## config.mk

```make
export PLATFORM = sky130hd
export DESIGN_NAME = hex_display_scanner
export DESIGN_NICKNAME = d
export VERILOG_FILES = /design/src/rtl/hex_display_scanner.sv
export SDC_FILE = /design/constraint.sdc
export NUM_CORES = 1
export LEC_CHECK = 0
export ABC_AREA = 1
export CAP_MARGIN = 20
export CORE_UTILIZATION = 28
export CTS_CLUSTER_SIZE = 40
export DETAILED_ROUTE_END_ITERATION = 7
export GPL_TIMING_DRIVEN = 0
export HOLD_SLACK_MARGIN = 0.05
export MAX_ROUTING_LAYER = met4
export PLACE_DENSITY = 0.59
export SYNTH_ARGS = -nofsm -noshare
export SYNTH_HDL_FRONTEND = slang
export SYNTH_SLANG_ARGS = --single-unit
```

## constraint.sdc

```tcl
create_clock -name clk -period 1.7 [get_ports clk]
set_clock_uncertainty 0.1 [all_clocks]
set_input_delay 0.34 -clock clk [delete_from_list [all_inputs] [get_ports clk]]
set_output_delay 0.34 -clock clk [all_outputs]
set_load 0.005 [all_outputs]
```

## src/rtl/hex_display_scanner.sv

```systemverilog
// hex_display_scanner
// -------------------
// Time-multiplexes four hex nibbles (raw data, corrected data, syndrome and
// flags from the Hamming decode top level) onto a 4-digit common-anode
// 7-segment display. All inputs are snapshotted once per frame so a digit can
// never change part-way through a scan. Each digit slot starts with a short
// all-anodes-off window to suppress ghosting between digits.
//
// Ports:
//   clk        board clock (27 MHz)
//   rst        asynchronous reset, active-high
//   digits_in  digit k nibble is digits_in[4k+3:4k]; digit 0 is rightmost
//   blank_in   blank_in[k]=1 forces digit k dark
//   seg        segments {g,f,e,d,c,b,a}, active-low, registered
//   an         anode enables, active-low, an[k] selects digit k, registered
//   digit_idx  index of the slot currently being scanned
//   frame_tick one-cycle pulse on the cycle the snapshot loads

module hex_display_scanner #(
    parameter int CLKS_PER_DIGIT = 27000,
    parameter int BLANK_CLKS     = 270,
    parameter int CNT_W          = 15
) (
    input  logic        clk,
    input  logic        rst,
    input  logic [15:0] digits_in,
    input  logic [3:0]  blank_in,
    output logic [6:0]  seg,
    output logic [3:0]  an,
    output logic [1:0]  digit_idx,
    output logic        frame_tick
);

    localparam logic [CNT_W-1:0] LAST_CNT  = CNT_W'(CLKS_PER_DIGIT - 1);
    localparam logic [CNT_W-1:0] BLANK_END = CNT_W'(BLANK_CLKS);

    // Scan state
    logic [CNT_W-1:0] slotCnt_q,   slotCnt_d;
    logic [1:0]       digitIdx_q,  digitIdx_d;

    // Frame snapshot
    logic [15:0]      snapData_q;
    logic [3:0]       snapBlank_q;
    logic             loadPending_q;

    // Registered outputs
    logic [6:0]       seg_q,       seg_d;
    logic [3:0]       an_q,        an_d;
    logic             frameTick_q;

    // Stage-1 intermediates
    logic             slotWrap;
    logic             loadNow;
    logic [3:0]       curNibble;
    logic [6:0]       decoded;
    logic             vis;

    // Full 0-F hex table, active-low {g,f,e,d,c,b,a}
    function automatic logic [6:0] hexDecode(input logic [3:0] nib);
        logic [6:0] s;
        case (nib)
            4'h0:    s = 7'b1000000;
            4'h1:    s = 7'b1111001;
            4'h2:    s = 7'b0100100;
            4'h3:    s = 7'b0110000;
            4'h4:    s = 7'b0011001;
            4'h5:    s = 7'b0010010;
            4'h6:    s = 7'b0000010;
            4'h7:    s = 7'b1111000;
            4'h8:    s = 7'b0000000;
            4'h9:    s = 7'b0010000;
            4'hA:    s = 7'b0001000;
            4'hB:    s = 7'b0000011;
            4'hC:    s = 7'b1000110;
            4'hD:    s = 7'b0100001;
            4'hE:    s = 7'b0000110;
            default: s = 7'b0001110;
        endcase
        return s;
    endfunction

    // Slot timing, snapshot load decision and stage-1 decode
    always_comb begin
        slotWrap   = (slotCnt_q == LAST_CNT);
        slotCnt_d  = slotWrap ? '0 : slotCnt_q + CNT_W'(1);
        digitIdx_d = slotWrap ? digitIdx_q + 2'd1 : digitIdx_q;

        // A load either finishes the post-reset handshake or coincides with
        // the wrap into the digit-0 slot, so the new data is used from the
        // very first cycle of that slot.
        loadNow    = loadPending_q || (slotWrap && (digitIdx_q == 2'd3));

        curNibble  = snapData_q[{digitIdx_q, 2'b00} +: 4];
        decoded    = hexDecode(curNibble);
        vis        = (slotCnt_q >= BLANK_END) && !snapBlank_q[digitIdx_q];

        seg_d      = vis ? decoded : 7'b1111111;
        an_d       = vis ? ~(4'b0001 << digitIdx_q) : 4'b1111;
    end

    // All state, including the stage-2 output registers
    always_ff @(posedge clk or posedge rst) begin
        if (rst) begin
            slotCnt_q     <= '0;
            digitIdx_q    <= 2'd0;
            snapData_q    <= 16'h0000;
            snapBlank_q   <= 4'b1111;
            loadPending_q <= 1'b1;
            seg_q         <= 7'b1111111;
            an_q          <= 4'b1111;
            frameTick_q   <= 1'b0;
        end else begin
            slotCnt_q     <= slotCnt_d;
            digitIdx_q    <= digitIdx_d;
            loadPending_q <= 1'b0;
            frameTick_q   <= loadNow;
            if (loadNow) begin
                snapData_q  <= digits_in;
                snapBlank_q <= blank_in;
            end
            seg_q         <= seg_d;
            an_q          <= an_d;
        end
    end

    assign seg        = seg_q;
    assign an         = an_q;
    assign digit_idx  = digitIdx_q;
    assign frame_tick = frameTick_q;

endmodule

```

After elaboration in Yosys (flattened, before gate mapping)
Memory sizes are Yosys's and may differ from the RTL's.
Index checks and enable logic that the tools add are counted.
- logic and storage cells: 27
- memories kept: 1
- input port bits: 22
- register bits: 50
- bits in read-only memories: 112
- output and inout port bits: 14
- bitwise operators: 1
- eq/ne operators: 2
- multiplexer cells: 5
- shift-type cells: 2
- reduce and logical (&&, ||, !) cells: 4
- $lt $le $gt $ge: 2
- $add $sub $neg: 2
- memories (memory ; depth ; width ; read ports ; clocked after memory_dff ; wr ports ; line ; source):
    (name not given) ; 16 ; 7 ; 1 ; 0 ; 0 ; 61 ; case (nib)
- operators with widths (operator ; number):
    indexed part select 16 x 5 -> 4 bit ; 1
    adder 15 x 1 -> 15 bit (second input constant) ; 1
    equality test 15 bit (second input constant) ; 1
    greater-or-equal comparator 15 x 9 -> 1 bit (second input constant) ; 1
    2-to-1 mux 15 bit ; 1
    2-to-1 mux 7 bit ; 1
    2-to-1 mux 4 bit ; 1
    NOT 4 bit ; 1
    << shifter 1 x 2 -> 4 bit (first input constant) ; 1
    < comparator 2 x 3 -> 1 bit (second input constant) ; 1
    adder 2 x 1 -> 2 bit (second input constant) ; 1
    binary-select mux 1 bit (select 2 bit) ; 1
    equality test 2 bit (second input constant) ; 1
    logical AND 1 bit ; 2
    logical NOT 1 bit ; 1
    logical OR 1 bit ; 1
    2-to-1 mux 1 bit ; 1

Depth between registers and ports, before layout
- depth after elaboration: 5
- mapped depth: 11
- depth with buffers taken out: 10

Least setup slack after synthesis
OpenSTA, ideal clock, no wires.
- kind: reg-to-reg
- from: reg digitIdx_q[1] (netlist: digit_idx[1])
- to: reg seg_q[5] (netlist: seg[5])
- data arrival time: 1.560 ns
- buffers on the path: 1
- setup slack: -0.043 ns
- required time: 1.516 ns
- cell stages (with the launch flop): 11
- library setup time: 0.084 ns
- period minus slack after synthesis: 1.743 ns
- cells stage by stage: dfrtp_1 -> buf_6 -> inv_1 -> nand3_1 -> nand2_1 -> inv_1 -> ha_1 -> nand3_1 -> nand2_1 -> nand2_1 -> nand3_1
- word-level cells in the longest chain between the ends: 5
- elaborated cells between the ends (all ways): 7
- those cells by class: 1 x shift; 3 x mux; 2 x reduce/logical; 1 x memory
- RTL lines (item ; line ; source):
    from (decl) ; 39 ; logic [1:0] digitIdx_q, digitIdx_d;
    from (signal assigned) ; 114 ; digitIdx_q <= digitIdx_d;
    branches (longest 4 deep; another with memory read (16 x 7 bit)) ; n/a ;
    2-to-1 mux 7 bit * ; 97 ; seg_d = vis ? decoded : 7'b1111111;
    named net seg_d[5] ; 47 ; logic [6:0] seg_q, seg_d;
    to (signal assigned) ; 121 ; seg_q <= seg_d;
    to (decl) ; 47 ;
Mark *: on every way through the listed nets, which the timed path passes. The select of a mux whose other input is x is not followed.
A chain may end at the register's enable or synchronous reset.

Worst setup path after layout
- from: reg digitIdx_q[0] (netlist: digit_idx[0])
- to: out digit_idx[0]
- RTL lines (item ; line ; source):
    to (decl) ; 30 ; output logic [1:0] digit_idx,
No word-level cell between the ends.

==> flow_summary.yaml <==
run_status:
  status: "completed"
floorplan:
  die_y_um: 100
  core_um2: 9280
  dieWidth_um: 100
  die_area_um2: 10100
  top_level_ports: 36
  num_rows: 35
  start_util_pct: 29.2
place:
  dpl_worst_slack_ps: -238
  port_buffers: 35
  dp_hpwl_um: 4550
  post_dp_cell_area_um2: 3240
  gp_congestion: 0.882
timing:
  final.min_clock_period_ps: 1680
  finalSetupViolations: 0
  slew_viol_final: 0
  rsz0062_at_grt: "yes"
  fmax_mhz: 596
  finalHoldViolations: 0
  finalCritPeriodShare_pct: 98.8
  setup_slack_ps: 20.9
clock_network:
  insertion_delay_ps: 310
  numClockSinks: 50
  numCtsBuffers: 5
  clockBufferDepth: 2
  clkTransAtPathRegs_ps: 110
  htree_levels: 2
  clock-root-buffer: "clkbuf_8"
  tritoncts: "done"
synthesis:
  yosysTopAreaCell: "dfrtp_1"
  synth_ff_type: "dfrtp_1"
  synthTopCellsByArea: "dfrtp_1 (31%), nand2_1 (17%), dfstp_2 (16%)"
  synth-seq-cells: 50
  synth_edf_count: 0
  yosysSeqAreaShare_pct: 47.0
  synthDominantCellAreaShare_pct: 31.4
  synth.net_count: 382
  synth.cell_area_um2: 2710
  synthArstFlopShare_pct: 100
  avgSynthCellArea_um2: 7.78
  synth_warnings: 0
  yosys.cell_types.count: 25
  synthCells: 348
detailed_routing:
  ant_nets: 0
  vias: 2392
  avgViaCountPerCell: 4.47
  wl_um: 6450
  firstDrtPassIters: 4
  drt_iter0_markers: 149
  route.detailed.drc: 0
  avgRoutedWirePerCell_um: 12.1
global_routing:
  grtUsageTotal_pct: 13.8
  antenna_found_initial: 0
  grt_pass1_wl_um: 10600
  grt_max_degree: 42
  grt_pass1_vias: 2336
  grt-ovfl-total: 0
run:
  cap_viol_max_count: 0
finish:
  area_growth_pct: 33.9
  drive_above_1_share_pct: 20.2
  final_cell_mix: "nand2_1 (121), nand3_1 (46), dfrtp_1 (33), nor2_1 (29), inv_1 (26)"
  design_area_um2: 3620
  final_common_cell: "nand2_1"
  diodes: 0
  nets: 439
critical_path:
  critical_path_class: "reg2out"
  critPathLaunchType: "flop"
  cp.arrival_ps: 1240
  cp.required_ps: 1260
  crit_fanout: 3
  end_kind: "output pin"
power:
  p_per_area_nw_per_um2: 682
  leakage_uw: 0.00169
  ir_drop_uv: 363
hold_path:
  hold_path_class: "in2async"
-- metrics by stage --
stage	cells	hold WS, ps	power (uW)	util [%]	setup TNS (ps)
after global routing	535	208	2600	39.0	-179
after floorplan	348	328	1450	-	0
final	535	180	2470	39.0	0
after detailed placement	513	358	1560	34.9	-1140
after global placement	512	345	1540	34.7	-39420
after CTS	529	183	2460	36.9	-39.5
-- kinds of logic (layout without fill, tap and decap cells) --
logic type	after synthesis	after routing	synth area share (%)
AND/OR/NAND/NOR	228	228	36.6
other	1	1	0.139
adder cells (fa/ha/maj)	12	12	5.55
XOR/XNOR	6	6	1.94
flip-flops	50	50	47.0
AO/OA/AOI/OAI	8	8	1.62
buffers and inverters	43	101	7.21
-- routing by layer --
metal / vias to the layer above / GRT usage, % / share of wire (%)
li1: 1209 / - / -
met1: 1139 / 17.1 / 44
met2: 36 / 22.8 / 51
met3: 8 / 2.44 / 2.9
met4: 0 / 4.24 / 1.5
met5: - / - / 0
-- flip-flops by register name, indices dropped and copies added, names as in the netlist --
signal,cells
an,4
digit_idx,2
frame_tick,1
loadPending_q,1
seg,7
slotCnt_q,15
snapBlank_q,4
snapData_q,16
-- area by class of cell --
type	instances	area (um^2)
timing repair buffer	50	463
clock inverter	3	47.5
sequential	50	1270
tap	129	161
fill	999	5660
inverter	33	128
clock buffer	5	68.8
multi-input combinational	255	1390
buffer	10	90.1
-- synthesized netlist by cell type (3+ instances only) --
master   instances
nand4_1          7
xor2_1           6
nor3_1           4
nand3_1         52
nand2_1        126
ha_1            12
buf_2            3
inv_1           32
nand2_2          3
dfrtp_1         34
a21oi_1          4
nor2_1          30
dfstp_2         16
buf_6            3
-- worst max-delay path, cell delays in order (launching register included) --
cell	delay [ps]
dfrtp_1	430
buf_4	150
buf_6	100
dlygate4sd2_1	250
-- where the power goes --
group,internal [uW],switching (uW)
clock,450,441
sequential,1240,23.6
combinational,142,171
total,1830,636
-- path summary, 6_finish.rpt --
check                                     from             end  depth (start not counted)  slack (ps)
worst max-delay path              digit_idx[0]    digit_idx[0]                          3          20
worst max register to register    digit_idx[0]          seg[0]                         11          40
worst min-delay path                       rst    slotCnt_q[1]                          2         180
max in group asynchronous                  rst  snapBlank_q[0]                          3         770
worst min register to register  snapBlank_q[1]  snapBlank_q[1]                          2         390
min in group clk                snapBlank_q[1]  snapBlank_q[1]                          2         390
-- repair_timing --
item                       4_1_cts  5_1_grt
hold buffers                     0        0
setup endpoints to repair       20       33
resized for setup               22       34
pin swaps                        1        8
setup buffers                    8        4
cloned                           0        2
(Power assumes the default switching activity.)
